## src/rtl/mux_8to1_rr_serializer.sv

```systemverilog
// mux_8to1_rr_serializer
// Collects 1-bit items from 8 source lanes through per-lane req/ack capture
// registers and serialises them round-robin onto a (d, sel, enable) triple
// that feeds a 1-to-8 demultiplexer. Each item is presented for HOLD_CYCLES.
module mux_8to1_rr_serializer #(
    parameter int unsigned HOLD_CYCLES = 1
) (
    input  logic       clk,
    input  logic       rst_n,
    input  logic [7:0] x,
    input  logic [7:0] req,
    output logic [7:0] ack,
    output logic       d,
    output logic [2:0] sel,
    output logic       enable,
    output logic       busy
);

    typedef enum logic {
        IDLE,
        SEND
    } state_t;

    localparam logic [7:0] HOLD_RELOAD = 8'(HOLD_CYCLES - 1);

    state_t     state;
    state_t     state_nx;

    logic [7:0] pending;
    logic [7:0] data_q;
    logic [7:0] cap;
    logic [7:0] clr;
    logic [7:0] cand;
    logic [2:0] ptr;
    logic [2:0] ptr_nx;
    logic [2:0] start;
    logic [2:0] gnt;
    logic       found;
    logic [7:0] cnt;
    logic [7:0] cnt_nx;
    logic       d_nx;
    logic       en_nx;
    logic [2:0] sel_nx;
    logic       last;

    // A lane captures whenever it requests and holds no item yet.
    assign cap  = req & ~pending;
    assign last = (state == SEND) && (cnt == '0);
    assign busy = (|pending) | enable;

    // Round-robin search. While sending, the search already looks ahead to the
    // grant that follows the current item: the lane being served is masked and
    // the order starts just after it, which is the pointer value it leaves behind.
    always_comb begin
        if (state == SEND) begin
            start = sel + 3'd1;
            cand  = pending & ~(8'b1 << sel);
        end else begin
            start = ptr;
            cand  = pending;
        end
        found = 1'b0;
        gnt   = '0;
        for (int unsigned k = 0; k < 8; k++) begin
            if (!found && cand[start + 3'(k)]) begin
                found = 1'b1;
                gnt   = start + 3'(k);
            end
        end
    end

    // State register.
    always_ff @(posedge clk or negedge rst_n) begin
        if (!rst_n) begin
            state <= IDLE;
        end else begin
            state <= state_nx;
        end
    end

    // Next-state: leave IDLE on any grant, leave SEND only when the hold ends with nothing left.
    always_comb begin
        state_nx = state;
        case (state)
            IDLE:    if (found) state_nx = SEND;
            SEND:    if (last && !found) state_nx = IDLE;
            default: state_nx = IDLE;
        endcase
    end

    // Output/datapath next values: load a grant, count down the hold, then retire or chain.
    always_comb begin
        d_nx   = d;
        sel_nx = sel;
        en_nx  = enable;
        cnt_nx = cnt;
        ptr_nx = ptr;
        clr    = '0;
        case (state)
            IDLE: begin
                if (found) begin
                    en_nx  = 1'b1;
                    sel_nx = gnt;
                    d_nx   = data_q[gnt];
                    cnt_nx = HOLD_RELOAD;
                end
            end
            SEND: begin
                if (cnt != '0) begin
                    cnt_nx = cnt - 8'd1;
                end else begin
                    clr    = 8'b1 << sel;
                    ptr_nx = sel + 3'd1;
                    if (found) begin
                        en_nx  = 1'b1;
                        sel_nx = gnt;
                        d_nx   = data_q[gnt];
                        cnt_nx = HOLD_RELOAD;
                    end else begin
                        en_nx  = 1'b0;
                        sel_nx = '0;
                        d_nx   = 1'b0;
                        cnt_nx = '0;
                    end
                end
            end
            default: ;
        endcase
    end

    // Capture registers, ack pulses and registered output triple.
    always_ff @(posedge clk or negedge rst_n) begin
        if (!rst_n) begin
            pending <= '0;
            data_q  <= '0;
            ack     <= '0;
            d       <= 1'b0;
            sel     <= '0;
            enable  <= 1'b0;
            cnt     <= '0;
            ptr     <= '0;
        end else begin
            pending <= (pending & ~clr) | cap;
            data_q  <= (data_q & ~cap) | (x & cap);
            ack     <= cap;
            d       <= d_nx;
            sel     <= sel_nx;
            enable  <= en_nx;
            cnt     <= cnt_nx;
            ptr     <= ptr_nx;
        end
    end

endmodule

```

## config.mk

```make
export PLATFORM = sky130hd
export DESIGN_NAME = mux_8to1_rr_serializer
export DESIGN_NICKNAME = d
export VERILOG_FILES = /design/src/rtl/mux_8to1_rr_serializer.sv
export SDC_FILE = /design/constraint.sdc
export NUM_CORES = 1
export LEC_CHECK = 0
export ABC_AREA = 1
export BUFFER_PORTS_ARGS = -buffer_cell sky130_fd_sc_hd__buf_2
export CORE_ASPECT_RATIO = 2
export CORE_UTILIZATION = 65
export CTS_BUF_LIST = sky130_fd_sc_hd__clkbuf_8
export CTS_CLUSTER_SIZE = 20
export DETAILED_ROUTE_END_ITERATION = 7
export PLACE_DENSITY = 0.88
export SLEW_MARGIN = 20
export SYNTH_ARGS = -nofsm -noshare
export SYNTH_HDL_FRONTEND = slang
export SYNTH_SLANG_ARGS = --single-unit
```

## constraint.sdc

```tcl
create_clock -name clk -period 8.8 [get_ports clk]
set_input_delay 0.88 -clock clk [delete_from_list [all_inputs] [get_ports clk]]
set_output_delay 0.88 -clock clk [all_outputs]
set_load 0.02 [all_outputs]
```

# [Word-level counts from Yosys, hierarchy flattened]
# Cells that the tools add are included.
[totals] ff_bits=41 input_bits=18 output_inout_bits=14 wordCells=121
[op_classes] add_sub_neg=9 n_lt_le_gt_ge=9 n_eq_ne=2 shift=1 mux=55 bitwise_logic=14 n_reduce_logical=22
[ops] op="8-bit AND" count=5
[ops] op="8-bit two-way mux" count=5
[ops] op="3-bit by 4-bit < comparator with 1-bit output, second input constant" count=9
[ops] op="3-bit two-way mux" count=12
[ops] op="8-bit inverter" count=4
[ops] op="1-bit binary-select mux with 3-bit select" count=9
[ops] op="1-bit two-way mux" count=24
[ops] op="8-bit bitwise OR" count=2
[ops] op="8-bit one-hot mux with 2 select lines" count=1
[ops] op="3-bit adder, second input constant" count=4
[ops] op="1-bit logical AND" count=9
[ops] op="1-bit zero test" count=8
[ops] op="8-bit zero test" count=1
[ops] op="8-bit nonzero test" count=1
[ops] op="8-bit OR reduction" count=1
[ops] op="1-bit by 3-bit << shifter with 8-bit output, first input constant" count=1
[ops] op="8-bit by 1-bit subtractor with 8-bit output, second input constant" count=1
[ops] op="3-bit by 1-bit adder with 3-bit output, second input constant" count=2
[ops] op="3-bit by 2-bit adder with 3-bit output, second input constant" count=2
[ops] op="1-bit one-hot mux with 2 select lines" count=3
[ops] op="3-bit one-hot mux with 2 select lines" count=1
[ops] op="2-bit != test, second input constant" count=2
[ops] op="2-bit AND reduction" count=2
[ops] op="1-bit inverter" count=2
[ops] op="1-bit bitwise OR" count=1

# [Longest topological paths before layout]
[logic_depth] ltp_word=33 mapped_depth=24 mapped_depth_nobuf=24

# [Worst setup path before layout]
# Ideal clock, no wire load.
[synth_path] path_type="reg-to-reg" from="register sel[0]" to="register d" setup_time_ps=118 t_arrival_ps=2948 t_required_ps=8682 slack_ps=5735 path_stages_with_launch=24 n_path_buf=0 synth_period_minus_slack_ps=3065 cell_sequence="dfrtp_1 inv_1 ha_1 inv_1 nand2_1 o21ai_2 ha_1 inv_1 nand3_1 nand2_1 inv_1 nand2_1 nand2_1 inv_2 nor2_4 nand2_2 nor2_4 nand4_2 nand2_2 nand2_1 nand3_1 nand3_1 nand3_1 nand2_1"
[synth_between] elab_chain_len=33 word_cells_on_any_way=67 classes_between="add/sub: 8; eq/ne: 1; shift: 1; mux: 40; bitwise: 2; reduce/logical: 15"
[synth_lines] element="from (decl)" line="14" text="output logic [2:0] sel,"
[synth_lines] element="from (signal assigned)" line="147" text="sel <= sel_nx;"
[synth_lines] element="parallel branches: the longest is 33 deep, another holds 3-bit by 1-bit adder with 3-bit output"
[synth_lines] element="to (signal assigned)" line="146" text="d <= d_nx;"
[synth_lines] element="to (decl)" line="13" text="output logic d,"
# Several ways; the timed one is not identified. The select of a mux whose other input is x is not followed.
# A chain may end at the register's enable or synchronous reset.

# [Worst setup path in the final report]
# Same ends and word-level chain as after synthesis.

==> results.yml <==
timing:
  tns_ps: 0
  fmax_mhz: 277
  whs_ps: 498
  setup-violations-final: 0
  post-route-min-period_ps: 3610
  finalCritPeriodShare: 0.410
  finalClockSkew_ps: 9.50
  slew_headroom: 0.406
  worst_pin_slew_ps: 891
  drv_slew: 0
  hold_viol: 0
  grt_setup_unrepaired: "no"
job:
  maxCapViolations: 0
cells_and_area:
  fin_nets: 428
  register_area_sq_um: 1030
  fillers: 311
  multi_input_area_sq_um: 1490
  syn2layout_area_growth_pct: 11.2
  final_layout_size_suffix_gt1_frac: 0.179
  diodes: 0
setup_path:
  crit_arrival_ps: 3850
  ff2ff_setup_slack_ps: 5190
  critical_path_required_ps: 9040
  cp_cell_sequence: "inv_1, ha_1, inv_1, nand2_1, o21ai_2, ha_1, inv_1, nand3_1, nand2_1, nand2_1, nand2_1, nor2_4, nand3_2, nor2_2, nand4_1, nand2_1, nor2_1, nor2_1, nand3_1, nand3_1, nand3_1, nand2_1"
  crit_buf_inv: 3
  ff2ff_path_depth: 22
  cp_common_cell: "nand2_1"
  max_stage_delay_ps: 500
  r2r-end: "d$_DFFE_PN0P_"
  cp_slowest_cell: "ha_1"
  critPathKind: "flop to flop"
  cp_max_fo: 9
  cp-end-kind: "flop"
  r2r_start: "sel[0]$_DFFE_PN0P_"
  worstSetupStartpointType: "flop"
  cpLargestDelayFamily: "simple AND/OR/NAND/NOR gates"
global_routing:
  grt_pass1_vias: 2598
  grt_max_degree: 42
  grt_pass1_wl_mm: 11.4
  antenna_found_initial: 0
  grt.total_usage: 0.363
  overflow: 0
synth:
  seq_area_frac_synth: 0.372
  synth_area_sq_um: 2760
  syn_inst: 367
  async_flop_share: 1.00
  synth_nets: 394
  avgSynthCellArea_sq_um: 7.51
  synth_warnings: 0
  synth_flop_cell: "dfrtp_1"
  synth.distinct_cells: 33
  synth_seq_cells: 41
  synth_edf_count: 0
outcome:
  status: "finished, final reports clean"
route:
  via_per_inst: 5.64
  drt-total-wl_mm: 6.92
  first_pass_iters: 4
  drt_iter0_drc: 118
  ant_nets: 0
  vias: 2560
  routedWlPerCell_um: 15.2
  drc: 0
floorplan:
  die_area_sq_um: 4520
  ios: 32
  die_x_um: 48.0
  rows: 33
  start_util: 0.674
  dieHeight_um: 94.1
  core_sq_um: 4090
clocking:
  cts_buffer_depth: 2
  cts.htree.levels: 2
  clk_pin_slew_ps: 90
  tritoncts: "done"
  clk_latency_ps: 300
  numClockSinks: 41
  clockRootBuffer: "clkbuf_8"
  cts_hold_buf: 0
  cts_setup_buffers: 0
  cts_resized: 0
  numCtsBuffers: 5
min_path:
  hold_depth: 1
  hold_class: "flop to flop"
  worstHoldEndpoint: "cnt[0]$_DFFE_PN0P_"
  hp-start: "cnt[0]$_DFFE_PN0P_"
place:
  io_buffers: 31
  gp_congestion: 0.962
  hpwl_mm: 5.26
layout by cell type, fill, tap and decap left out, types with 2 or more instances in the layout:
cell,n
nand2_2,6
o22ai_1,4
dfrtp_1,41
o21ai_4,3
inv_1,41
xor2_1,5
nand4_1,7
nor2_1,15
nand3_1,52
buf_2,31
nand3_2,5
nor2_4,4
o21ai_0,18
nor4_1,2
ha_1,9
bufinv_16,2
o21ai_1,8
clkbuf_8,5
xnor2_1,2
nor2_2,2
nand2_1,114
inv_2,6
o211ai_1,8
worst max-delay path by stage:
stage | start | endpoint | slack [ps] | depth (start not counted)
2_1_floorplan | sel[0]$_DFFE_PN0P_ | d$_DFFE_PN0P_ | 5730 | 23
3_3_place_gp | sel[0]$_DFFE_PN0P_ | d$_DFFE_PN0P_ | 5380 | 23
3_5_place_dp | sel[0]$_DFFE_PN0P_ | d$_DFFE_PN0P_ | 5280 | 23
4_1_cts | sel[0]$_DFFE_PN0P_ | d$_DFFE_PN0P_ | 5220 | 23
5_1_grt | sel[0]$_DFFE_PN0P_ | d$_DFFE_PN0P_ | 4760 | 23
6_report | sel[0]$_DFFE_PN0P_ | d$_DFFE_PN0P_ | 5190 | 22
final cells by class:
cell class | count | share of cell area
Clock buffer | 5 | 0.0225
Clock inverter | 3 | 0.0225
Timing Repair Buffer | 31 | 0.0506
Tap cell | 52 | 0.0212
Multi-Input combinational cell | 273 | 0.487
Sequential cell | 41 | 0.335
Inverter | 49 | 0.0612
cell families (layout without fill, tap and decap cells):
kind of cell	count (synthesis)	in the layout	synth area share
simple gates	211	211	0.359
buf+inv	53	88	0.0858
compound gates	44	44	0.104
flops	41	41	0.372
fa+ha+maj	9	9	0.0409
xor+xnor	9	9	0.0382
metal layers:
layer  wire, um  track usage
met5          0            0
met4        359        0.236
met3        259        0.102
met2       3800        0.598
met1       2500        0.368
worst reg2reg max path, stage by stage (launching register included):
cell,delay [ps]
dfrtp_1,450
inv_1,140
ha_1,300
inv_1,80
nand2_1,80
o21ai_2,160
ha_1,500
inv_1,180
nand3_1,160
nand2_1,60
nand2_1,60
nand2_1,120
nor2_4,140
nand3_2,90
nor2_2,140
nand4_1,140
nand2_1,120
nor2_1,50
nor2_1,210
nand3_1,120
nand3_1,110
nand3_1,80
nand2_1,60
synthesized netlist by cell type, types with 2 or more instances:
cell type | instances | area (sq um)
buf_6 | 3 | 33.8
dfrtp_1 | 41 | 1030
ha_1 | 9 | 113
inv_1 | 41 | 154
inv_2 | 6 | 22.5
nand2_1 | 114 | 428
nand2_2 | 6 | 37.5
nand3_1 | 52 | 260
nand3_2 | 5 | 50.1
nand4_1 | 7 | 43.8
nor2_1 | 15 | 56.3
nor2_2 | 2 | 12.5
nor2_4 | 4 | 45.0
nor4_1 | 2 | 12.5
o211ai_1 | 8 | 60.1
o21ai_0 | 18 | 90.1
o21ai_1 | 8 | 40.0
o21ai_4 | 3 | 48.8
o22ai_1 | 4 | 25.0
xnor2_1 | 2 | 17.5
xor2_1 | 5 | 43.8
through the flow:
step	cells	util	area [sq um]	worst slack, ps
floorplan	367	-	2760	5730
global placement	446	0.716	2930	5380
detailed placement	446	0.716	2930	5280
CTS	454	0.750	3060	5220
global route	454	0.750	3060	4760
finish	454	0.750	3060	5190
Power is not shown: default switching activity piles up to over one toggle a cycle in this logic, so the estimate is an artifact.
